[config.mk]
export PLATFORM = sky130hd
export DESIGN_NAME = mem_access_unit_flat
export DESIGN_NICKNAME = d
export VERILOG_FILES = /design/src/rtl/riscv_pkg.sv /design/src/rtl/mem_access_unit_if.sv /design/src/rtl/load_extend.sv /design/src/rtl/mem_access_unit.sv /design/src/flat_wrapper.sv
export SDC_FILE = /design/constraint.sdc
export NUM_CORES = 1
export LEC_CHECK = 0
export CAP_MARGIN = 10
export CORE_ASPECT_RATIO = 0.6
export CORE_UTILIZATION = 47
export CTS_CLUSTER_SIZE = 24
export DETAILED_ROUTE_END_ITERATION = 10
export MAX_ROUTING_LAYER = met4
export PLACE_DENSITY = 0.85
export SLEW_MARGIN = 0
export SYNTH_ARGS = -nofsm -noshare
export SYNTH_HDL_FRONTEND = slang
export SYNTH_HIERARCHICAL = 1
export SYNTH_SLANG_ARGS = --single-unit
[constraint.sdc]
create_clock -name clk -period 4.2 [get_ports clk]
set_input_delay 0.84 -clock clk [delete_from_list [all_inputs] [get_ports clk]]
set_output_delay 0.84 -clock clk [all_outputs]
set_load 0.01 [all_outputs]
[src/rtl/riscv_pkg.sv]
// -----------------------------------------------------------------------------
// riscv_pkg
// Shared definitions for the memory-stage load/store unit and its helpers:
//   - state_t   : access FSM states (IDLE, REQ, WAIT_R, DONE)
//   - F3_*      : funct3 size/sign encodings for loads and stores
//   - RESULT_MEM: ResultSrcM encoding that marks a load
//   - helpers   : access size decode, store lane strobes/data, misalign test
// -----------------------------------------------------------------------------
package riscv_pkg;

    localparam logic [1:0] RESULT_MEM = 2'b01;

    localparam logic [2:0] F3_B  = 3'b000;
    localparam logic [2:0] F3_H  = 3'b001;
    localparam logic [2:0] F3_W  = 3'b010;
    localparam logic [2:0] F3_BU = 3'b100;
    localparam logic [2:0] F3_HU = 3'b101;

    typedef enum logic [1:0] {
        IDLE   = 2'd0,
        REQ    = 2'd1,
        WAIT_R = 2'd2,
        DONE   = 2'd3
    } state_t;

    typedef enum logic [1:0] {
        SZ_B = 2'd0,
        SZ_H = 2'd1,
        SZ_W = 2'd2
    } size_t;

    // Stores only know SB/SH; every other store encoding is a full word.
    // Loads additionally treat the unsigned byte/half encodings as byte/half.
    function automatic size_t access_size(input logic [2:0] f3, input logic is_store);
        size_t sz;
        sz = SZ_W;
        if (is_store) begin
            case (f3)
                F3_B:    sz = SZ_B;
                F3_H:    sz = SZ_H;
                default: sz = SZ_W;
            endcase
        end else begin
            case (f3)
                F3_B, F3_BU: sz = SZ_B;
                F3_H, F3_HU: sz = SZ_H;
                default:     sz = SZ_W;
            endcase
        end
        return sz;
    endfunction

    // Byte enables; a misaligned half at offset 3 loses its upper byte.
    function automatic logic [3:0] store_strb(input size_t sz, input logic [1:0] off);
        logic [3:0] strb;
        case (sz)
            SZ_B:    strb = 4'b0001 << off;
            SZ_H:    strb = 4'b0011 << off;
            default: strb = 4'b1111;
        endcase
        return strb;
    endfunction

    // Replicate the LSB-justified store data into every lane so the strobes
    // alone pick the destination bytes.
    function automatic logic [31:0] store_data(input size_t sz, input logic [31:0] data);
        logic [31:0] d;
        case (sz)
            SZ_B:    d = {4{data[7:0]}};
            SZ_H:    d = {2{data[15:0]}};
            default: d = data;
        endcase
        return d;
    endfunction

    function automatic logic is_misaligned(input size_t sz, input logic [1:0] off);
        return ((sz == SZ_H) && off[0]) || ((sz == SZ_W) && (off != 2'b00));
    endfunction

endpackage

[src/rtl/mem_access_unit_if.sv]
// -----------------------------------------------------------------------------
// mem_access_unit_if
// Valid/ready data-memory bus between the load/store unit (master) and the
// data memory or its responder (slave).
//   bus_valid  master->slave  request valid, held with stable fields until ready
//   bus_ready  slave->master  request accepted
//   bus_we     master->slave  1 = write
//   bus_addr   master->slave  word-aligned byte address
//   bus_wdata  master->slave  lane-replicated store data
//   bus_wstrb  master->slave  byte enables
//   bus_rvalid slave->master  read data valid
//   bus_rdata  slave->master  read data word
// -----------------------------------------------------------------------------
interface mem_access_unit_if #(
    parameter int XLEN = 32
);
    logic                bus_valid;
    logic                bus_ready;
    logic                bus_we;
    logic [XLEN-1:0]     bus_addr;
    logic [XLEN-1:0]     bus_wdata;
    logic [XLEN/8-1:0]   bus_wstrb;
    logic                bus_rvalid;
    logic [XLEN-1:0]     bus_rdata;

    modport master (
        output bus_valid, bus_we, bus_addr, bus_wdata, bus_wstrb,
        input  bus_ready, bus_rvalid, bus_rdata
    );

    modport slave (
        input  bus_valid, bus_we, bus_addr, bus_wdata, bus_wstrb,
        output bus_ready, bus_rvalid, bus_rdata
    );
endinterface

[src/rtl/load_extend.sv]
// -----------------------------------------------------------------------------
// load_extend
// Combinational load-data alignment and extension. Selects the byte or half
// at byte offset `off` of the read word and sign/zero-extends it by funct3.
//   rdata  in  32  raw read word
//   off    in  2   byte offset within the word
//   funct3 in  3   LB/LH/LW/LBU/LHU (others = whole word)
//   data   out 32  extended load value
// -----------------------------------------------------------------------------
module load_extend
    import riscv_pkg::*;
(
    input  logic [31:0] rdata,
    input  logic [1:0]  off,
    input  logic [2:0]  funct3,
    output logic [31:0] data
);

    logic [7:0]  lane [4];
    logic [7:0]  sel_b;
    logic [15:0] sel_h;

    genvar gi;
    generate
        for (gi = 0; gi < 4; gi++) begin : g_lane
            assign lane[gi] = rdata[8*gi +: 8];
        end
    endgenerate

    always_comb begin
        sel_b = lane[off];
        // The upper byte index wraps within the word for a half at offset 3.
        sel_h = {lane[off + 2'd1], lane[off]};
        case (funct3)
            F3_B:    data = {{24{sel_b[7]}}, sel_b};
            F3_BU:   data = {24'h000000, sel_b};
            F3_H:    data = {{16{sel_h[15]}}, sel_h};
            F3_HU:   data = {16'h0000, sel_h};
            default: data = rdata;
        endcase
    end

endmodule

[src/rtl/mem_access_unit.sv]
// -----------------------------------------------------------------------------
// mem_access_unit
// Memory-stage load/store unit. Turns the M-stage controls into one request on
// a valid/ready data bus, stalls the pipeline until the access completes, and
// returns the extended load value in the DONE cycle.
//   clk, rst    clock and synchronous active-high reset
//   MemWriteM   store request (wins over a simultaneous load)
//   ResultSrcM  load request when equal to RESULT_MEM
//   funct3M     access size/sign
//   ALUResultM  byte address
//   WriteDataM  LSB-justified store data
//   StallM      freeze IF..M while an access is outstanding
//   ReadDataM   extended load data, valid while in DONE
//   bus         mem_access_unit_if master port
//   MisalignM   misaligned-access trap pulse (DONE cycle)
// Optional feature macro MISALIGN_TRAP_EN: misaligned half/word accesses skip
// the bus and finish with MisalignM=1; when undefined MisalignM is tied low.
// -----------------------------------------------------------------------------
module mem_access_unit
    import riscv_pkg::*;
#(
    parameter int         XLEN       = 32,
    parameter logic [1:0] RESULT_MEM = riscv_pkg::RESULT_MEM
) (
    input  logic                clk,
    input  logic                rst,
    input  logic                MemWriteM,
    input  logic [1:0]          ResultSrcM,
    input  logic [2:0]          funct3M,
    input  logic [XLEN-1:0]     ALUResultM,
    input  logic [XLEN-1:0]     WriteDataM,
    output logic                StallM,
    output logic [XLEN-1:0]     ReadDataM,
    mem_access_unit_if.master   bus,
    output logic                MisalignM
);

    state_t              state_reg;
    logic                valid_reg;
    logic                we_reg;
    logic [XLEN-1:0]     addr_reg;
    logic [XLEN-1:0]     wdata_reg;
    logic [XLEN/8-1:0]   wstrb_reg;
    logic [XLEN-1:0]     read_data_reg;
    logic [2:0]          f3_reg;
    logic [1:0]          off_reg;

    logic                access;
    logic [1:0]          off_in;
    size_t               size_in;
    logic                trap_in;
    logic [XLEN-1:0]     load_data;

    assign access  = MemWriteM | (ResultSrcM == RESULT_MEM);
    assign off_in  = ALUResultM[1:0];
    assign size_in = access_size(funct3M, MemWriteM);

    // Combinational so the pipeline freezes in the very cycle the access
    // shows up in IDLE; released in DONE so the next access follows directly.
    assign StallM = access & (state_reg != DONE);

`ifdef MISALIGN_TRAP_EN
    logic misalign_reg;
    assign trap_in   = is_misaligned(size_in, off_in);
    assign MisalignM = misalign_reg;
`else
    assign trap_in   = 1'b0;
    assign MisalignM = 1'b0;
`endif

    load_extend u_load_extend (
        .rdata  (bus.bus_rdata),
        .off    (off_reg),
        .funct3 (f3_reg),
        .data   (load_data)
    );

    always_ff @(posedge clk) begin
        if (rst) begin
            state_reg     <= IDLE;
            valid_reg     <= 1'b0;
            we_reg        <= 1'b0;
            addr_reg      <= '0;
            wdata_reg     <= '0;
            wstrb_reg     <= '0;
            read_data_reg <= '0;
            f3_reg        <= 3'b000;
            off_reg       <= 2'b00;
`ifdef MISALIGN_TRAP_EN
            misalign_reg  <= 1'b0;
`endif
        end else begin
            case (state_reg)
                IDLE: begin
                    if (access) begin
                        f3_reg        <= funct3M;
                        off_reg       <= off_in;
                        read_data_reg <= '0;
                        if (trap_in) begin
                            state_reg    <= DONE;
`ifdef MISALIGN_TRAP_EN
                            misalign_reg <= 1'b1;
`endif
                        end else begin
                            state_reg <= REQ;
                            valid_reg <= 1'b1;
                            we_reg    <= MemWriteM;
                            addr_reg  <= {ALUResultM[XLEN-1:2], 2'b00};
                            wdata_reg <= store_data(size_in, WriteDataM);
                            // Loads never enable write lanes.
                            wstrb_reg <= MemWriteM ? store_strb(size_in, off_in) : 4'b0000;
                        end
                    end
                end
                REQ: begin
                    if (bus.bus_ready) begin
                        valid_reg <= 1'b0;
                        if (we_reg) begin
                            state_reg <= DONE;
                        end else if (bus.bus_rvalid) begin
                            // Responder returned data in the accept cycle.
                            read_data_reg <= load_data;
                            state_reg     <= DONE;
                        end else begin
                            state_reg <= WAIT_R;
                        end
                    end
                end
                WAIT_R: begin
                    if (bus.bus_rvalid) begin
                        read_data_reg <= load_data;
                        state_reg     <= DONE;
                    end
                end
                default: begin
                    state_reg    <= IDLE;
`ifdef MISALIGN_TRAP_EN
                    misalign_reg <= 1'b0;
`endif
                end
            endcase
        end
    end

    assign bus.bus_valid = valid_reg;
    assign bus.bus_we    = we_reg;
    assign bus.bus_addr  = addr_reg;
    assign bus.bus_wdata = wdata_reg;
    assign bus.bus_wstrb = wstrb_reg;
    assign ReadDataM     = read_data_reg;

endmodule

[src/flat_wrapper.sv]
// flat-port wrapper written by rule: the top's interface ports become plain ports
module mem_access_unit_flat import riscv_pkg::*;
#(
    parameter int         XLEN       = 32,
    parameter logic [1:0] RESULT_MEM = riscv_pkg::RESULT_MEM
)
  (clk, rst, MemWriteM, ResultSrcM, funct3M, ALUResultM, WriteDataM, StallM, ReadDataM, MisalignM, bus_bus_valid, bus_bus_we, bus_bus_addr, bus_bus_wdata, bus_bus_wstrb, bus_bus_ready, bus_bus_rvalid, bus_bus_rdata);
  mem_access_unit_if #(.XLEN(XLEN)) bus_i ();
  input  logic clk;
  input  logic rst;
  input  logic MemWriteM;
  input  logic [1:0] ResultSrcM;
  input  logic [2:0] funct3M;
  input  logic [XLEN-1:0] ALUResultM;
  input  logic [XLEN-1:0] WriteDataM;
  output logic StallM;
  output logic [XLEN-1:0] ReadDataM;
  output logic MisalignM;
  output wire logic [$bits(bus_i.bus_valid)-1:0] bus_bus_valid;
  output wire logic [$bits(bus_i.bus_we)-1:0] bus_bus_we;
  output wire logic [$bits(bus_i.bus_addr)-1:0] bus_bus_addr;
  output wire logic [$bits(bus_i.bus_wdata)-1:0] bus_bus_wdata;
  output wire logic [$bits(bus_i.bus_wstrb)-1:0] bus_bus_wstrb;
  input wire logic [$bits(bus_i.bus_ready)-1:0] bus_bus_ready;
  input wire logic [$bits(bus_i.bus_rvalid)-1:0] bus_bus_rvalid;
  input wire logic [$bits(bus_i.bus_rdata)-1:0] bus_bus_rdata;
  assign bus_bus_valid = bus_i.bus_valid;
  assign bus_bus_we = bus_i.bus_we;
  assign bus_bus_addr = bus_i.bus_addr;
  assign bus_bus_wdata = bus_i.bus_wdata;
  assign bus_bus_wstrb = bus_i.bus_wstrb;
  assign bus_i.bus_ready = bus_bus_ready;
  assign bus_i.bus_rvalid = bus_bus_rvalid;
  assign bus_i.bus_rdata = bus_bus_rdata;
  mem_access_unit #(.XLEN(XLEN), .RESULT_MEM(RESULT_MEM)) u_core (.clk(clk), .rst(rst), .MemWriteM(MemWriteM), .ResultSrcM(ResultSrcM), .funct3M(funct3M), .ALUResultM(ALUResultM), .WriteDataM(WriteDataM), .StallM(StallM), .ReadDataM(ReadDataM), .bus(bus_i), .MisalignM(MisalignM));
endmodule
Yosys cells after proc, flatten, opt, wreduce, memory -nomap -nowiden
Index checks and enable logic that the tools add are counted.
W data, S select, Z words.
{ "classes": {"addsub": 1, "n_reduce_logical": 12, "n_eq_ne": 15, "n_bitwise": 4, "mux": 27, "magnitude_cmp": 2, "n_shift": 2} }
{ "op_table": {"columns": ["operator", "count"], "rows": [
  ["$mux W32", 4],
  ["$pmux W32 S4", 1],
  ["$pmux W32 S3", 1],
  ["$pmux W32 S2", 1],
  ["$bmux W8 S2", 2],
  ["$mux W8", 4],
  ["$eq A3 B3 Y1 const B", 4],
  ["$mux W2", 5],
  ["$ne A2 B2 Y1 const B", 4],
  ["$pmux W2 S2", 2],
  ["$pmux W4 S2", 1],
  ["$eq A2 B1 Y1 const B", 3],
  ["$eq A3 B1 Y1 const B", 2],
  ["$ge A3 B3 Y1 const B", 2],
  ["$logic_not A3 Y1", 2],
  ["$not A2 Y3", 2],
  ["$pmux W2 S3", 1],
  ["$reduce_and A3 Y1", 2],
  ["$logic_not A2 Y1", 2],
  ["$mux W4", 1],
  ["$reduce_and A4 Y1", 1],
  ["$reduce_or A2 Y1", 2],
  ["$shl A1 B2 Y4 const A", 1],
  ["$shl A2 B2 Y4 const A", 1],
  ["other kinds (10)", 12]
]} }
{ "totals": {"output_inout_bits": 104, "elab_cells": 72, "ff_bits": 107, "input_bits": 106} }

Depth between registers and ports, before layout
{ "depth": {"depth_word": 10, "mapped_depth": 8, "depth_no_buf": 6} }

Cells and area by module
Netlist, hierarchy kept.
{ "by_module_without_submodules": {"columns": ["mod", "instances", "cells_each", "area_each_um2", "seq_area_each_um2"], "rows": [
  ["mem_access_unit", 1, 538, 4336.7, 2142.1],
  ["load_extend", 1, 116, 965.9, 0.0]
]} }

Least setup slack after synthesis
No wires, ideal clock.
{ "synth_path": {"path_type": "input to output", "start": "input ResultSrcM[0]", "end": "output StallM", "path_buffers": 0, "required_time_ps": 3360, "t_arrival_ps": 1230, "stages": 3, "setup_slack_ps": 2130, "path_cell_list": "nor2b_1 > nor2_1 > nor2_1"} }
{ "synth_between": {"elab_chain_cells": 3} }
{ "synth_lines": {"columns": ["item", "line", "text"], "rows": [
  ["from (decl)", "flat_wrapper.sv:12", "input logic [1:0] ResultSrcM;"],
  ["$eq A2 B1 Y1", "mem_access_unit.sv:54", "assign access = MemWriteM | (ResultSrcM == RESULT_MEM);"],
  ["$or A1 B1 Y1", "mem_access_unit.sv:54", null],
  ["$and A1 B1 Y1", "mem_access_unit.sv:60", "assign StallM = access & (state_reg != DONE);"],
  ["to (decl)", "flat_wrapper.sv:16", "output logic StallM;"]
]} }
Every way passes these cells.

Final worst setup path
{ "layout_path": {"start": "register u_core.state_reg[0]", "end": "register u_core.read_data_reg[12], in the netlist u_core/ReadDataM[12]"} }
{ "layout_between": {"elab_chain_cells": 3, "elab_cells_between_ends": 9, "cone_classes": "5 x eq/ne; 1 x mux; 3 x reduce/logical"} }
{ "layout_lines": {"columns": ["item", "line", "text"], "rows": [
  ["from (decl)", "mem_access_unit.sv:38", "state_t state_reg;"],
  ["from (signal assigned)", "mem_access_unit.sv:80", "state_reg <= IDLE;"],
  ["from (signal assigned)", "mem_access_unit.sv:100", "state_reg <= DONE;"],
  ["from (signal assigned)", "mem_access_unit.sv:105", "state_reg <= REQ;"],
  ["$eq A2 B1 Y1 (tied with other cells)", "mem_access_unit.sv:93", "case (state_reg)"],
  ["$ne A2 B2 Y1 (no line) (tied with other cells)", null, null],
  ["$reduce_and A4 Y1 (no line)", null, null],
  ["to (signal assigned)", "mem_access_unit.sv:122", "read_data_reg <= load_data;"],
  ["to (signal assigned)", "mem_access_unit.sv:131", "read_data_reg <= load_data;"],
  ["to (decl)", "mem_access_unit.sv:44", "logic [XLEN-1:0] read_data_reg;"]
]} }
Several ways; a longest one is shown, not always the timed one.
A chain may end at the register's enable or synchronous reset.

==> metrics.md <==
| Metric | Value |
|---|---|
| Final Wtd Congestion | slightly below 1 |
| Syn. warnings | 6 |
| Number of port buffers | between 200 and 250 |
| CTS root buf | clkbuf_16 |
| Layout Nets | between 900 and 1000 |
| Cell class contributing the biggest share of worst-path delay | compound AO/OA/AOI/OAI gates |
| CP Launch Type | flip-flop |
| Max incr delay on CP | between 1000 and 1500 ps |
| Fin Hold WS | 455 ps |
| CTS sink cnt | 107 |
| Initial Util | 49.2% |
| Cts repair resizes | 0 |
| Top FF cell, synth | dfxtp_1 |
| Die height | between 80 and 90 um |
| Antenna Cells | 0 |
| Register area share after synthesis | roughly two fifths |
| CP Capture Type | flip-flop |
| Largest net degree at the start of global routing | between 100 and 150 |
| CP max FO | 36 |
| Row count | 29 |
| HP Class | flip-flop to flip-flop |
| Ports | 210 |
| P&R area growth vs syn | 43.3% |
| Routed vias | approximately 5600 |
| Die span in x | 139 um |
| Overall power | around 0.0047 W |
| DRT iter0 DRCs | ~640 |
| Max transition margin | between 10% and 20% |
| Vias in the first global route | 5375 |
| Fillers | just under 900 |
| Worst-path cell chain | inv_1 > ha_1 > a221o_1 > o21ai_0 > a21oi_1 |
| Total negative setup slack | 0 ps |
| Most frequent cells in the layout | clkdlybuf4s50_1, nand2_1, dfxtp_1, a21oi_1, nor2_1 |
| Mean Syn Cell Area | ~8.1 sq um |
| Layout cells sized above 1 | under 10% |
| R2R cell count | 5 |
| Buf+Inv Stages, Crit Path | 1 |
| GR Overflow Total | 0 |
| Overall routing resource usage | a little under a third |
| Fin. max-slew vios | 0 |
| Hold EP | u_core/bus.bus_addr[30]$_SDFFE_PP0P_ |
| H-tree depth | 3 |
| CP required | approximately 4500 ps |
| Number of flops mapped to enable cells by yosys | 0 |
| Final Cell Area | roughly 0.0076 sq mm |
| Outcome | finished, violations left |
| Peak supply drop | roughly 0.00057 V |
| Post-DP HPWL | 12600 um |
| Violated checks | DRC |
| Worst Tran Pin Value | approximately 1200 ps |
| Min-delay src | u_core/bus.bus_addr[30]$_SDFFE_PP0P_ |
| Drt first pass iters | 9 |
| Area post-placement | 0.00728 sq mm |
| MaxCap Viol Count | 0 |
| FF+latch count, synth | roughly 110 |
| CTS tree | done |
| P per Cell Area | 623 mW/mm^2 |
| Critical path class | flip-flop to flip-flop |
| Hold-critical path depth | 2 |
| Skew-Pair Late Insertion Delay | 350 ps |
| Critical Path AT | between 3000 and 4000 ps |
| Num CTS Buffers | 9 |
| Die area | between 0.01 and 0.015 sq mm |
| Final Hold Fails | 0 |
| Post-route antenna net violation count | 0 |
| Area of the mapped netlist | 0.00530 sq mm |
| Hold_buf cts | 0 |
| Critical path depth | 5 |
| WL final | ~18000 um |
| Synth cell types | 50 |
| Max Freq | approximately 310 MHz |
| Final period utilization | between 70% and 80% |
| Most common cell after layout, fill and taps aside | clkdlybuf4s50_1 |
| Final Skew | between 10 and 15 ps |
| Clk buf depth | 2 |
| Initial antenna violation count | 0 |
| Reg2Reg Setup Slack | approximately 960 ps |
| Clock transition at path regs | roughly 80 ps |
| Post-layout min period | 3240 ps |
| Core Area | between 0.01 and 0.015 sq mm |
| WL per Instance | about 18 um |
| Setup-failing EPs final | 0 |
| Vias per inst | 5.81 |
| First-pass GRT wire length | roughly 28000 um |
| End of the worst register-to-register path | u_core/ReadDataM[12]$_SDFFE_PP0P_ |
| Async SR Flop Fraction | 0% |
| Syn Inst Count | ~650 |
| DRC violations left | 11 |
| RR Startpoint | u_core/state_reg[0]$_SDFFE_PP0P_ |
| Pleak | between 2 and 3 nW |
| RSZ-0062 raised after global routing | false |
| CP max-delay cell | a221o_1 |
| Post-CTS Setup Repair Bufs | 0 |
## worst reg2reg max path, stage by stage, from the launching register on
cell and delay, ps:
dfxtp_1 410, inv_1 90, ha_1 1090, a221o_1 1130, o21ai_0 210, a21oi_1 220
## synth_stat cells (9+ instances only)
| cell type | instances | share of area [%] |
|---|---|---|
| nor2_1 | 36 | 2.5 |
| clkbuf_1 | 27 | 1.9 |
| o21ai_0 | 32 | 3.0 |
| a21oi_1 | 85 | 8.0 |
| dfxtp_1 | 107 | 40 |
| nand4_1 | 32 | 3.8 |
| nand2_1 | 155 | 11 |
| buf_2 | 24 | 2.3 |
| mux2i_1 | 9 | 1.7 |
| a311oi_1 | 16 | 2.6 |
| o21ai_1 | 20 | 1.9 |
| o211ai_2 | 9 | 2.1 |
| mux2_2 | 9 | 1.9 |
## power breakdown
group	internal, W	total, W	switching, W
registers	0.00129	0.00148	0.000195
logic	0.000995	0.00234	0.00134
clock network	0.000528	0.000916	0.000388
total	0.00281	0.00474	0.00193
## per-layer routing
| metal | GRT usage, % | share of wire (%) | vias to the layer above |
|---|---|---|---|
| met5 | - | 0 | - |
| met4 | 7.37 | 2.0 | 0 |
| met3 | 8.73 | 11 | 41 |
| met2 | 45.7 | 44 | 296 |
| met1 | 40.2 | 44 | 2598 |
| li1 | - | - | 2645 |
## how the worst max path moves through the flow
stage	from	to
detailed placement	ResultSrcM[0]	StallM
CTS	ResultSrcM[0]	StallM
global placement	ResultSrcM[0]	StallM
finish	u_core/state_reg[0]$_SDFFE_PP0P_	u_core/ReadDataM[12]$_SDFFE_PP0P_
global route	u_core/state_reg[1]$_SDFFE_PP0P_	u_core/ReadDataM[24]$_SDFFE_PP0P_
floorplan	ResultSrcM[0]	StallM
## logic make-up after synthesis
kind of cell	synth area share [%]
buf+inv	6.49
mux	7.27
compound gates	25.0
other cells	0.0707
flops	40.4
simple gates	19.8
fa+ha+maj	0.944
## cell type report
cell class,count,area (sq um),area share (%)
flip-flops and latches,107,2140,28.2
well taps,139,174,2.29
multi-input cells,481,2840,37.3
repair buffers,213,2110,27.8
inverters,4,15.0,0.198
clock buffers,11,233,3.06
clock inverters,5,86.3,1.14
## per-stage QoR
stage / util [%] / setup WS, ps / instances
floorplan: - / 2130 / 656
global placement: 67.5 / 1050 / 944
detailed placement: 67.5 / 1050 / 944
CTS: 70.5 / 1040 / 960
global route: 70.5 / 880 / 960
finish: 70.5 / 964 / 960
Power figures use the tool's default switching activity.
